--- src/rtl/id_ex_pipe_pkg.sv ---
// Shared encodings for the ID/EX stage: ALU ops, jump codes and the control
// bundle that travels with each instruction, plus the all-zero bubble bundle.
package id_ex_pipe_pkg;

  localparam int unsigned ALUOP_W = 4;
  localparam int unsigned JUMP_W  = 2;
  localparam int unsigned SHAMT_W = 5;

  typedef enum logic [ALUOP_W-1:0] {
    ALU_NOP = 4'b0000,
    ALU_ADD = 4'b0001,
    ALU_SUB = 4'b0010,
    ALU_AND = 4'b0011,
    ALU_OR  = 4'b0100,
    ALU_XOR = 4'b0101,
    ALU_NOR = 4'b0110,
    ALU_SLT = 4'b0111,
    ALU_SLL = 4'b1000,
    ALU_SRL = 4'b1001,
    ALU_SRA = 4'b1010,
    ALU_LUI = 4'b1011
  } alu_op_e;

  typedef enum logic [JUMP_W-1:0] {
    JMP_NONE   = 2'b00,
    JMP_JR     = 2'b01,
    JMP_JR_FWD = 2'b10,
    JMP_RSVD   = 2'b11
  } jump_e;

  typedef struct packed {
    logic               reg_write;
    logic               mem_to_reg;
    logic               mem_read;
    logic               mem_write;
    logic               branch;
    logic               reg_dst;
    logic               alu_src;
    logic [ALUOP_W-1:0] alu_op;
    logic [JUMP_W-1:0]  jump;
  } ctrl_t;

  localparam ctrl_t CTRL_NOP = '{
    reg_write:  1'b0,
    mem_to_reg: 1'b0,
    mem_read:   1'b0,
    mem_write:  1'b0,
    branch:     1'b0,
    reg_dst:    1'b0,
    alu_src:    1'b0,
    alu_op:     ALU_NOP,
    jump:       JMP_NONE
  };

  // A killed slot carries the NOP bundle so nothing downstream can commit.
  function automatic ctrl_t squash_ctrl(input ctrl_t c, input logic kill);
    ctrl_t r;
    if (kill) begin
      r = CTRL_NOP;
    end else begin
      r = c;
    end
    return r;
  endfunction

  function automatic logic writes_reg(input ctrl_t c, input logic valid);
    return valid & c.reg_write;
  endfunction

endpackage

--- src/rtl/id_ex_pipe_hazard_detect.sv ---
// Load-use compare: the load now in EX targets a register the ID instruction
// reads, so ID must wait one slot. Register 0 never creates a dependency.
module hazard_detect
  import id_ex_pipe_pkg::*;
#(
  parameter int unsigned REG_W = 5
) (
  input  logic             reset_i,
  input  logic             ex_valid_i,
  input  logic             ex_mem_read_i,
  input  logic [REG_W-1:0] ex_dest_i,
  input  logic [REG_W-1:0] id_rs_i,
  input  logic [REG_W-1:0] id_rt_i,
  output logic             load_use_stall_o
);

  logic dest_live_s;
  logic src_match_s;

  // Qualify the EX load, then look for a source-operand match in ID.
  always_comb begin
    dest_live_s = ex_valid_i & ex_mem_read_i & (ex_dest_i != {REG_W{1'b0}});
    src_match_s = (ex_dest_i == id_rs_i) | (ex_dest_i == id_rt_i);
    if (reset_i) begin
      load_use_stall_o = 1'b0;
    end else begin
      load_use_stall_o = dest_live_s & src_match_s;
    end
  end

endmodule

--- src/rtl/id_ex_pipe.sv ---
// ID/EX pipeline register: captures decoder controls and ID operands, inserts
// bubbles on flush or load-use, holds on stall_in, and counts bubbles.
module id_ex_pipe
  import id_ex_pipe_pkg::*;
#(
  parameter int unsigned DATA_W = 32,
  parameter int unsigned REG_W  = 5,
  parameter int unsigned CNT_W  = 16
) (
  input  logic               clk,
  input  logic               reset,
  input  logic               stall_in,
  input  logic               flush,
  input  logic               id_RegWrite,
  input  logic               id_MemToReg,
  input  logic               id_MemRead,
  input  logic               id_MemWrite,
  input  logic               id_Branch,
  input  logic               id_RegDst,
  input  logic               id_ALUSrc,
  input  logic [3:0]         id_ALUOp,
  input  logic [1:0]         id_Jump,
  input  logic [DATA_W-1:0]  id_pc4,
  input  logic [DATA_W-1:0]  id_rdata1,
  input  logic [DATA_W-1:0]  id_rdata2,
  input  logic [DATA_W-1:0]  id_imm,
  input  logic [REG_W-1:0]   id_rs,
  input  logic [REG_W-1:0]   id_rt,
  input  logic [REG_W-1:0]   id_rd,
  input  logic [4:0]         id_shamt,
  output logic               ex_RegWrite,
  output logic               ex_MemToReg,
  output logic               ex_MemRead,
  output logic               ex_MemWrite,
  output logic               ex_Branch,
  output logic               ex_RegDst,
  output logic               ex_ALUSrc,
  output logic [3:0]         ex_ALUOp,
  output logic [1:0]         ex_Jump,
  output logic [DATA_W-1:0]  ex_pc4,
  output logic [DATA_W-1:0]  ex_rdata1,
  output logic [DATA_W-1:0]  ex_rdata2,
  output logic [DATA_W-1:0]  ex_imm,
  output logic [REG_W-1:0]   ex_rs,
  output logic [REG_W-1:0]   ex_rt,
  output logic [REG_W-1:0]   ex_rd,
  output logic [4:0]         ex_shamt,
  output logic               ex_valid,
  output logic [REG_W-1:0]   ex_dest,
  output logic [REG_W-1:0]   previous_rd,
  output logic               load_use_stall,
  output logic [CNT_W-1:0]   bubble_count
);

  localparam logic [CNT_W-1:0] CNT_MAX = {CNT_W{1'b1}};
  localparam logic [CNT_W-1:0] CNT_ONE = CNT_W'(1);

  ctrl_t                ctrl_id_s;
  ctrl_t                ctrl_d, ctrl_q;
  logic                 valid_d, valid_q;
  logic [DATA_W-1:0]    pc4_d, pc4_q;
  logic [DATA_W-1:0]    rdata1_d, rdata1_q;
  logic [DATA_W-1:0]    rdata2_d, rdata2_q;
  logic [DATA_W-1:0]    imm_d, imm_q;
  logic [REG_W-1:0]     rs_d, rs_q;
  logic [REG_W-1:0]     rt_d, rt_q;
  logic [REG_W-1:0]     rd_d, rd_q;
  logic [SHAMT_W-1:0]   shamt_d, shamt_q;
  logic [REG_W-1:0]     dest_d, dest_q;
  logic [REG_W-1:0]     prev_d, prev_q;
  logic [CNT_W-1:0]     bcnt_d, bcnt_q;
  logic                 lus_s;
  logic                 hold_s;
  logic                 kill_s;
  logic [REG_W-1:0]     dest_id_s;

  assign ctrl_id_s = '{
    reg_write:  id_RegWrite,
    mem_to_reg: id_MemToReg,
    mem_read:   id_MemRead,
    mem_write:  id_MemWrite,
    branch:     id_Branch,
    reg_dst:    id_RegDst,
    alu_src:    id_ALUSrc,
    alu_op:     id_ALUOp,
    jump:       id_Jump
  };

  hazard_detect #(
    .REG_W (REG_W)
  ) u_hazard (
    .reset_i          (reset),
    .ex_valid_i       (valid_q),
    .ex_mem_read_i    (ctrl_q.mem_read),
    .ex_dest_i        (dest_q),
    .id_rs_i          (id_rs),
    .id_rt_i          (id_rt),
    .load_use_stall_o (lus_s)
  );

  // Flush outranks stall_in; a load-use bubble waits until stall_in drops.
  always_comb begin
    hold_s    = stall_in & ~flush;
    kill_s    = flush | (~stall_in & lus_s);
    dest_id_s = id_RegDst ? id_rt : id_rd;
  end

  // Next-state of the EX register bank: hold, or load ID with optional squash.
  always_comb begin
    if (hold_s) begin
      ctrl_d   = ctrl_q;
      valid_d  = valid_q;
      pc4_d    = pc4_q;
      rdata1_d = rdata1_q;
      rdata2_d = rdata2_q;
      imm_d    = imm_q;
      rs_d     = rs_q;
      rt_d     = rt_q;
      rd_d     = rd_q;
      shamt_d  = shamt_q;
      dest_d   = dest_q;
    end else begin
      ctrl_d   = squash_ctrl(ctrl_id_s, kill_s);
      valid_d  = ~kill_s;
      pc4_d    = id_pc4;
      rdata1_d = id_rdata1;
      rdata2_d = id_rdata2;
      imm_d    = id_imm;
      rs_d     = id_rs;
      rt_d     = id_rt;
      rd_d     = id_rd;
      shamt_d  = id_shamt;
      dest_d   = dest_id_s;
    end
  end

  // previous_rd is zero unless a live writer sits in EX, so r0 never forwards.
  always_comb begin
    if (writes_reg(ctrl_d, valid_d)) begin
      prev_d = dest_d;
    end else begin
      prev_d = {REG_W{1'b0}};
    end
  end

  // Saturating bubble counter for debug.
  always_comb begin
    if (kill_s && (bcnt_q != CNT_MAX)) begin
      bcnt_d = bcnt_q + CNT_ONE;
    end else begin
      bcnt_d = bcnt_q;
    end
  end

  // EX register bank with synchronous reset.
  always_ff @(posedge clk) begin
    if (reset) begin
      ctrl_q   <= CTRL_NOP;
      valid_q  <= 1'b0;
      pc4_q    <= {DATA_W{1'b0}};
      rdata1_q <= {DATA_W{1'b0}};
      rdata2_q <= {DATA_W{1'b0}};
      imm_q    <= {DATA_W{1'b0}};
      rs_q     <= {REG_W{1'b0}};
      rt_q     <= {REG_W{1'b0}};
      rd_q     <= {REG_W{1'b0}};
      shamt_q  <= {SHAMT_W{1'b0}};
      dest_q   <= {REG_W{1'b0}};
      prev_q   <= {REG_W{1'b0}};
      bcnt_q   <= {CNT_W{1'b0}};
    end else begin
      ctrl_q   <= ctrl_d;
      valid_q  <= valid_d;
      pc4_q    <= pc4_d;
      rdata1_q <= rdata1_d;
      rdata2_q <= rdata2_d;
      imm_q    <= imm_d;
      rs_q     <= rs_d;
      rt_q     <= rt_d;
      rd_q     <= rd_d;
      shamt_q  <= shamt_d;
      dest_q   <= dest_d;
      prev_q   <= prev_d;
      bcnt_q   <= bcnt_d;
    end
  end

  assign ex_RegWrite    = ctrl_q.reg_write;
  assign ex_MemToReg    = ctrl_q.mem_to_reg;
  assign ex_MemRead     = ctrl_q.mem_read;
  assign ex_MemWrite    = ctrl_q.mem_write;
  assign ex_Branch      = ctrl_q.branch;
  assign ex_RegDst      = ctrl_q.reg_dst;
  assign ex_ALUSrc      = ctrl_q.alu_src;
  assign ex_ALUOp       = ctrl_q.alu_op;
  assign ex_Jump        = ctrl_q.jump;
  assign ex_pc4         = pc4_q;
  assign ex_rdata1      = rdata1_q;
  assign ex_rdata2      = rdata2_q;
  assign ex_imm         = imm_q;
  assign ex_rs          = rs_q;
  assign ex_rt          = rt_q;
  assign ex_rd          = rd_q;
  assign ex_shamt       = shamt_q;
  assign ex_valid       = valid_q;
  assign ex_dest        = dest_q;
  assign previous_rd    = prev_q;
  assign load_use_stall = lus_s;
  assign bubble_count   = bcnt_q;

endmodule

--- config.mk ---
export PLATFORM = sky130hd
export DESIGN_NAME = id_ex_pipe
export DESIGN_NICKNAME = d
export VERILOG_FILES = /design/src/rtl/id_ex_pipe_pkg.sv /design/src/rtl/id_ex_pipe_hazard_detect.sv /design/src/rtl/id_ex_pipe.sv
export SDC_FILE = /design/constraint.sdc
export NUM_CORES = 1
export LEC_CHECK = 0
export CAP_MARGIN = 20
export CORE_MARGIN = 3
export CORE_UTILIZATION = 40
export DETAILED_ROUTE_END_ITERATION = 8
export PLACE_DENSITY = 0.81
export SYNTH_ARGS = -nofsm -noshare
export SYNTH_HDL_FRONTEND = slang
export SYNTH_SLANG_ARGS = --single-unit
export TNS_END_PERCENT = 20
--- constraint.sdc ---
create_clock -name clk -period 2.18 [get_ports clk]
set_input_delay 0.436 -clock clk [delete_from_list [all_inputs] [get_ports clk]]
set_output_delay 0.436 -clock clk [all_outputs]
set_load 0.1 [all_outputs]
Yosys cells after proc, flatten, opt, wreduce, memory -nomap -nowiden
Cells that the tools add are included.
{"block": "word_totals", "regBits": 188, "in_bits": 165, "output_inout_bits": 189, "wordCells": 46}
{"block": "classes", "addsub": 1, "eq_ne": 3, "n_mux": 6, "bitwise": 12, "reduce_logical": 3}
{"operator": "$mux 13", "count": 2}
{"operator": "$add 16x1->16 const B", "count": 1}
{"operator": "$ne 16x16->1 const B", "count": 1}
{"operator": "$eq 5x5->1", "count": 2}
{"operator": "$mux 5", "count": 2}
{"operator": "$and 1x1->1", "count": 6}
{"operator": "$reduce_bool 5->1", "count": 1}
{"operator": "$not 1->1", "count": 4}
{"operator": "$mux 1", "count": 2}
{"operator": "$or 1x1->1", "count": 2}
{"operator": "$reduce_or 2->1", "count": 1}
{"operator": "$logic_and 1x1->1", "count": 1}

Longest topological paths before layout
Gate-level depths: netlist of the first run.
{"block": "logic_depth", "word_depth": 11, "ltp_mapped": 8, "depth_no_buf": 7}

By module
From an unflattened synthesis of the first run, not the netlist that was laid out.
{"block": "unflattened", "cells_unflattened": 853, "area_unflattened_um2": 6872.8}
{"mod": "id_ex_pipe", "n_inst": 1, "cells_each": 834, "area_each_um2": 6740.2, "seq_area_each_um2": 3763.6}
{"mod": "hazard_detect", "n_inst": 1, "cells_each": 19, "area_each_um2": 132.6, "seq_area_each_um2": 0.0}

Worst setup path before layout of the first run
No wires, ideal clock.
{"block": "synth_path", "path_kind": "reg-to-reg", "start": "reg bcnt_q[1] (netlist: bubble_count[1])", "end": "reg bcnt_q[15] (netlist: bubble_count[15])", "setup_ps": 103, "arrival_time_ps": 2650, "required_ps": 2077, "path_slack_ps": -574, "path_stages_with_launch": 8, "n_path_buf": 1, "period_less_slack_ps": 2754, "cell_sequence": "dfxtp_1 > ha_1 > nand3_1 > or2_2 > nor3_2 > buf_2 > o311ai_0 > o41ai_1"}
{"block": "synth_via", "elab_chain_len": 2, "word_cells_on_any_way": 3, "classes_between": "add/sub: 1; eq/ne: 1; reduce/logical: 1"}
{"element": "from (decl)", "line": "id_ex_pipe.sv:71", "rtl": "logic [CNT_W-1:0] bcnt_d, bcnt_q;"}
{"element": "from (signal assigned)", "line": "id_ex_pipe.sv:170", "rtl": "bcnt_q <= {CNT_W{1'b0}};"}
{"element": "from (signal assigned)", "line": "id_ex_pipe.sv:184", "rtl": "bcnt_q <= bcnt_d;"}
{"element": "parallel branches: the longest is 2 deep, another holds $add 16x1->16"}
Parallel ways; which one is timed is not known.
A chain may end at the register's enable or synchronous reset.

Worst setup path after layout of the first run
{"block": "layout_path", "start": "in id_rs[1]", "end": "out load_use_stall"}
{"block": "layout_via", "elab_chain_len": 4}
{"element": "from (decl)", "line": "id_ex_pipe.sv:27", "rtl": "input logic [REG_W-1:0] id_rs,"}
{"element": "$eq 5x5->1", "line": "id_ex_pipe_hazard_detect.sv:23", "rtl": "src_match_s = (ex_dest_i == id_rs_i) | (ex_dest_i == id_rt_i);"}
{"element": "$or 1x1->1", "line": "id_ex_pipe_hazard_detect.sv:23"}
{"element": "$and 1x1->1", "line": "id_ex_pipe_hazard_detect.sv:27", "rtl": "load_use_stall_o = dest_live_s & src_match_s;"}
{"element": "$mux 1", "line": "id_ex_pipe_hazard_detect.sv:24", "rtl": "if (reset_i) begin"}
{"element": "to (decl)", "line": "id_ex_pipe.sv:51", "rtl": "output logic load_use_stall,"}
No other way between the ends.

==> flow_summary_export.csv, run 1 <==
group,metric,value,unit
status,status,"complete, but fails checks",
status,violations,"setup timing",
pwr,p_total,9.28,mW
synth,synth_edf_count,0,
min_path,whs_endpoint,"ex_rs[3]",
worst_setup_path,timing.rr.start,"ex_dest[2]",
synth,synthSimpleGateAreaFrac,0.224,
die,die_w,137,µm
routing,drt_pass1_iterations,5,
sta,setup_viol,1,
worst_setup_path,r2r_slack,0.04,ns
die,io-pin-count,354,
routing,drtIter0Drc,417,
min_path,hold_path.class,"primary input to register",
layout,nFillCells,1359,
layout,drive_above_1_share,0.240,
sta,fin_crit_sh,1.09,
sta,max_freq,421,MHz
global_route,grt_overflow_total,0,
clocking,cts_made_buffers,17,
clocking,cts-root-buf,"clkbuf_16",
synth,yosys_warnings,0,
die,rows,47,
global_route,grt_max_degree,186,
global_route,antenna_found_initial,0,
worst_setup_path,r2r-end,"bubble_count[6]",
routing,wl_per_cell,16.0,µm
synth,post_synth_mux_area_share,0.0128,
synth,synth_fp_nets,1017,
routing,routed_via_density,4.92,
sta,drv_slew,0,
worst_setup_path,r2r_cells,7,
synth,post_synth.cell_area_avg,8.05,µm²
global_route,grt_pass1_vias,6556,
sta,hold_viol_final,0,
pwr,ir_drop,555,µV
synth,syn_area,6850,µm²
routing,ant_nets,0,
die,dieArea,18700,µm²
synth,ys_ff_latch,188,
synth,yosys-top-cells-area,"dfxtp_1 (55%), nand2_1 (17%), a21oi_1 (12%)",
worst_setup_path,crit_path_end_kind,"output port",
routing,wl,22800,µm
place,port_buffers,353,
pwr,leakagePower,4.76,nW
min_path,hold_depth,3,
layout,final_common_cell,"nand2_1",
layout,layout_common_cells,"nand2_1 (312), buf_4 (208), dfxtp_1 (168)",
synth,yosys_most_used_dff,"dfxtp_1",
sta,rsz0062_at_grt,"true",
layout,final_nets,1361,
place,hpwl,16500,µm
clocking,clockBufferDepth,2,
global_route,grtUsageTotal,0.230,
synth,synthArstFlopShare,0,
synth,synth_cells,851,
min_path,hp-start,"id_rs[3]",
routing,vias,7025,
layout,area_growth,60.6,%
pwr,powerDensity,843,nW/µm²
synth,synth_top_area_share,0.549,
synth,synthAdderAreaFrac,0.00183,
sta,maxSlewHeadroom,0.368,
place,place.gp.congestion,0.788,
sta,postLayoutSetupSlackWorst,-0.193,ns
synth,synth_compound_area_frac,0.162,
synth,synth_top_family_by_area,"simple AND/OR/NAND/NOR gates",
worst_setup_path,startpoint_type,"primary input",
routing,drcViolationCount,0,
worst_setup_path,critPathKind,"primary input to output port",
sta,tightest_slew,0.949,ns
sta,hold_slack,0.335,ns
clocking,cts_tree,"yes",
worst_setup_path,cp.required,1.74,ns
synth,synthXorXnorAreaFrac,0.0128,
clocking,cts_max_level,4,
global_route,grt_first_pass_wirelength,33900,µm
worst_setup_path,arrival,1.94,ns
clocking,clkTransAtPathRegs,0.07,ns
flow_run,maxCapViolCount,0,
sta,period_needed,2.37,ns
synth,synth.distinct_cells,40,
clocking,hold_buffers,0,
layout,diodes,0,
synth,yosysTopAreaCell,"dfxtp_1",
die,start_util,0.410,
clocking,clk-insertion-delay-late,0.42,ns
sta,skew,0.00953,ns
die,fp.dieH,137,µm
clocking,numClockSinks,188,
worst_setup_path,crit_fanout,4,
die,coreArea,16700,µm²
synth,synth_seq_area_share,0.549,
-- power breakdown --
group	leakage, nW	switching (mW)	internal, mW
Combinational	2.92	1.84	0.692
Sequential	1.56	0.110	3.62
Clock	0.280	1.44	1.57
Total	4.76	3.39	5.89
-- registers in the layout, summed over array words and instances, names as in the netlist --
register / count
ex_imm: 32
ex_pc4: 32
ex_rdata1: 32
ex_rdata2: 32
bubble_count: 16
ex_dest: 5
ex_rd: 5
ex_rs: 5
ex_rt: 5
ex_shamt: 5
previous_rd: 5
ex_ALUOp: 4
ex_Jump: 2
ex_ALUSrc: 1
ex_Branch: 1
ex_MemRead: 1
ex_MemToReg: 1
ex_MemWrite: 1
ex_RegDst: 1
ex_RegWrite: 1
ex_valid: 1
-- how the worst max path moves through the flow --
stage	startpoint	endpoint	slack (ns)
4_1_cts	ex_dest[2]	load_use_stall	-0.23
3_3_place_gp	id_rs[4]	bubble_count[11]	-0.43
2_1_floorplan	ex_dest[2]	load_use_stall	-0.04
5_1_grt	ex_dest[2]	load_use_stall	-0.25
6_report	id_rs[1]	load_use_stall	-0.19
3_5_place_dp	id_rs[4]	bubble_count[11]	-0.47
-- what timing repair did --
action / CTS / global route
pin swaps: 5 / 3
hold endpoints to repair: 0 / 0
buffers inserted: 2 / 2
gates resized for setup: 3 / 5
setup endpoints to repair: 3 / 16
-- metrics by stage --
stage / std cells / TNS (ns) / util / instance area, µm² / setup WS [ns]
floorplan: 851 / -0.0662 / - / 6910 / -0.0369
global placement: 1392 / -8.62 / 0.620 / 10400 / -0.431
detailed placement: 1392 / -9.31 / 0.620 / 10400 / -0.466
CTS: 1426 / -0.234 / 0.657 / 11000 / -0.234
global route: 1428 / -0.275 / 0.659 / 11000 / -0.250
finish: 1428 / -0.193 / 0.659 / 11000 / -0.193
-- worst max-delay path: stages --
cell             delay (ns)
clkdlybuf4s50_1        0.52
xnor2_2                0.12
nand3_1                0.13
o22ai_4                0.26
buf_6                  0.15
nand2_2                0.06
clkinvlp_4             0.08
buf_12                 0.17
-- synth_stat cells (2+ instances only) --
cell,instances
inv_1,4
a22oi_1,12
o21ai_0,10
or3_1,3
nand2_1,313
mux2_2,2
and2_1,2
nand3_1,5
or4_1,10
dfxtp_1,188
buf_6,2
nor2b_1,3
clkbuf_1,55
nor2_1,28
mux2i_1,5
a21oi_1,162
buf_2,2
xnor2_1,10
nand4_1,4
o31ai_1,9
and3_1,3
-- cells by family after synthesis --
logic type	Yosys count
flip-flops	188
multiplexers	8
buffers and inverters	64
AND/OR/NAND/NOR	378
adder cells (fa/ha/maj)	1
XOR/XNOR	10
AO/OA/AOI/OAI	202
-- layout make-up --
cell class,count,area [µm²],share of cell area
clock inverter,14,126,0.0115
inverter,4,18.8,0.00171
clock buffer,18,450,0.0409
multi-input combinational,599,2870,0.261
timing repair buffer,385,3450,0.313
tap,220,275,0.0250
sequential,188,3810,0.346
-- metal layers --
metal / share of wire / global-route usage / vias up
li1: - / - / 3510
met1: 0.37 / 0.259 / 3220
met2: 0.51 / 0.400 / 261
met3: 0.097 / 0.0882 / 34
met4: 0.022 / 0.0715 / 0
met5: 0 / 0 / -
(Power assumes the default switching activity.)
==> run 2: changes to the inputs <==
CELL_PAD_IN_SITES_DETAIL_PLACEMENT = 1   (was default)
CELL_PAD_IN_SITES_GLOBAL_PLACEMENT = 2   (was default)
CORE_UTILIZATION = 21   (was 40)
PLACE_DENSITY = default   (was 0.81)
PLACE_DENSITY_LB_ADDON = 0.1   (was default)
==> flow_summary_export.csv, run 2 (same netlist as run 1, synthesis figures left out) <==
group,metric,value,unit
clocking,hold_buffers,0,
clocking,clockBufferDepth,2,
global_route,grt_max_degree,186,
min_path,whs_endpoint,"bubble_count[15]",
clocking,cts-root-buf,"clkbuf_16",
routing,highest_layer,"met5",
sta,skew,0.00748,ns
pwr,ir_drop,525,µV
layout,final_nets,1369,
routing,drt_pass1_iterations,4,
min_path,hp-start,"reset",
clocking,numClockSinks,188,
routing,vias,7020,
die,dieArea,34800,µm²
status,status,"complete, but fails checks",
worst_setup_path,startpoint_type,"register",
die,io-pin-count,354,
pwr,p_total,9.41,mW
sta,drv_slew,0,
routing,drcViolationCount,0,
clocking,clkTransAtPathRegs,0.07,ns
min_path,hold_path.class,"primary input to register",
layout,layout_common_cells,"nand2_1 (312), buf_4 (212), dfxtp_1 (168)",
global_route,grt_first_pass_wirelength,43000,µm
worst_setup_path,crit_fanout,4,
pwr,powerDensity,827,nW/µm²
routing,route.met2.wl,13400,µm
worst_setup_path,crit_path_end_kind,"output port",
die,die_w,187,µm
global_route,grt_overflow_total,0,
die,coreArea,31900,µm²
worst_setup_path,cp.required,1.74,ns
worst_setup_path,critPathKind,"register to output port",
clocking,cts_made_buffers,17,
sta,max_freq,413,MHz
worst_setup_path,crit_buf_inv,2,
sta,setup_viol,2,
status,violations,"setup timing",
clocking,cts_tree,"yes",
routing,drtIter0Drc,197,
sta,rsz0062_at_grt,"true",
place,place.gp.congestion,0.704,
global_route,grtUsageTotal,0.158,
layout,final_common_cell,"nand2_1",
routing,wl_per_cell,17.1,µm
sta,maxSlewHeadroom,0.384,
worst_setup_path,slowest_stage,"or4_4",
worst_setup_path,timing.rr.start,"ex_dest[4]",
flow_run,maxCapViolCount,0,
worst_setup_path,crit_path_max_incr_delay,0.52,ns
routing,routed_via_density,4.25,
pwr,leakagePower,4.80,nW
global_route,antenna_found_initial,3,
layout,nFillCells,3773,
sta,period_needed,2.42,ns
sta,hold_viol_final,0,
place,hpwl,20400,µm
worst_setup_path,crit_chain,"or4_4 -> o2111a_2 -> nand2_2 -> clkinvlp_4 -> buf_12",
layout,area_growth,66.0,%
worst_setup_path,arrival,1.99,ns
sta,postLayoutSetupSlackWorst,-0.243,ns
die,fp.dieH,187,µm
sta,fin_crit_sh,1.11,
layout,drive_above_1_share,0.243,
place,dp_slack,-0.546,ns
clocking,cts_max_level,4,
place,port_buffers,353,
worst_setup_path,cp_top_family,"simple AND/OR/NAND/NOR gates",
die,start_util,0.215,
routing,wl_met1,12200,µm
worst_setup_path,r2r_cells,7,
die,rows,65,
layout,fin_util,0.357,
min_path,hold_depth,4,
sta,tightest_slew,0.924,ns
routing,wl_met3,2290,µm
routing,wl,28200,µm
worst_setup_path,r2r_slack,-0.03,ns
worst_setup_path,r2r-end,"bubble_count[6]",
global_route,grt_pass1_vias,7155,
clocking,clk-insertion-delay-late,0.45,ns
routing,ant_nets,0,
==> run 2: changes by cell type in the layout (fill, tap and decap cells not counted), sizes merged <==
cell and delta:
clkinv -2, clkinvlp -1, dlymetal6s2s -1, clkbuf +4, bufinv +1, clkdlybuf4s50 +1
diode +2, inv -3, buf +8
==> run 2: layout make-up <==
type / count / area [µm²] / area share
inverters: 4 / 18.8 / 0.00165
flip-flops and latches: 188 / 3810 / 0.335
clock inverters: 9 / 86.3 / 0.00759
clock buffers: 22 / 475 / 0.0418
repair buffers: 393 / 3560 / 0.313
diodes: 2 / 5.00 / 0.000440
multi-input cells: 599 / 2870 / 0.253
well taps: 435 / 544 / 0.0479
==> run 2: how the worst max path moves through the flow <==
stage	slack, ns	cells past startpoint	startpoint	endpoint
after floorplan	-0.04	4	ex_dest[2]	load_use_stall
after global placement	-0.52	8	id_rs[4]	bubble_count[3]
after detailed placement	-0.55	8	id_rs[4]	bubble_count[3]
after CTS	-0.33	5	ex_dest[4]	load_use_stall
after global routing	-0.32	5	ex_dest[4]	load_use_stall
final	-0.24	5	ex_dest[4]	load_use_stall
==> run 2: worst register-to-register path: stages (launching register included) <==
cell	delay, ns
dfxtp_4	0.35
or4_4	0.52
o2111a_2	0.30
buf_4	0.15
a31oi_4	0.26
buf_12	0.18
nor4_2	0.06
mux2_4	0.28
==> run 2: power by group <==
part	switching, mW	leakage [nW]	internal, mW
Combinational	1.87	2.96	0.709
Clock	1.43	0.276	1.67
Sequential	0.107	1.56	3.62
Total	3.40	4.80	6.00
==> run 2: what timing repair did <==
action / in CTS / in global routing
setup endpoints to repair: 8 / 8
pin swaps: 3 / 7
gates resized for setup: 3 / 5
setup buffers: 3 / 2
==> run 2: through the flow <==
step	setup TNS, ns	cells	area [µm²]	hold slack [ns]
floorplan	-0.0662	851	6910	0.576
global placement	-11.13	1614	10700	0.439
detailed placement	-11.80	1614	10700	0.445
CTS	-0.331	1648	11300	0.338
global route	-0.869	1652	11400	0.393
finish	-0.272	1652	11400	0.349
==> run 2: metal layers <==
layer | vias up | global-route usage
met5 | - | 0
met4 | 2 | 0.0497
met3 | 19 | 0.0650
met2 | 208 | 0.256
met1 | 3272 | 0.191
li1 | 3519 | -
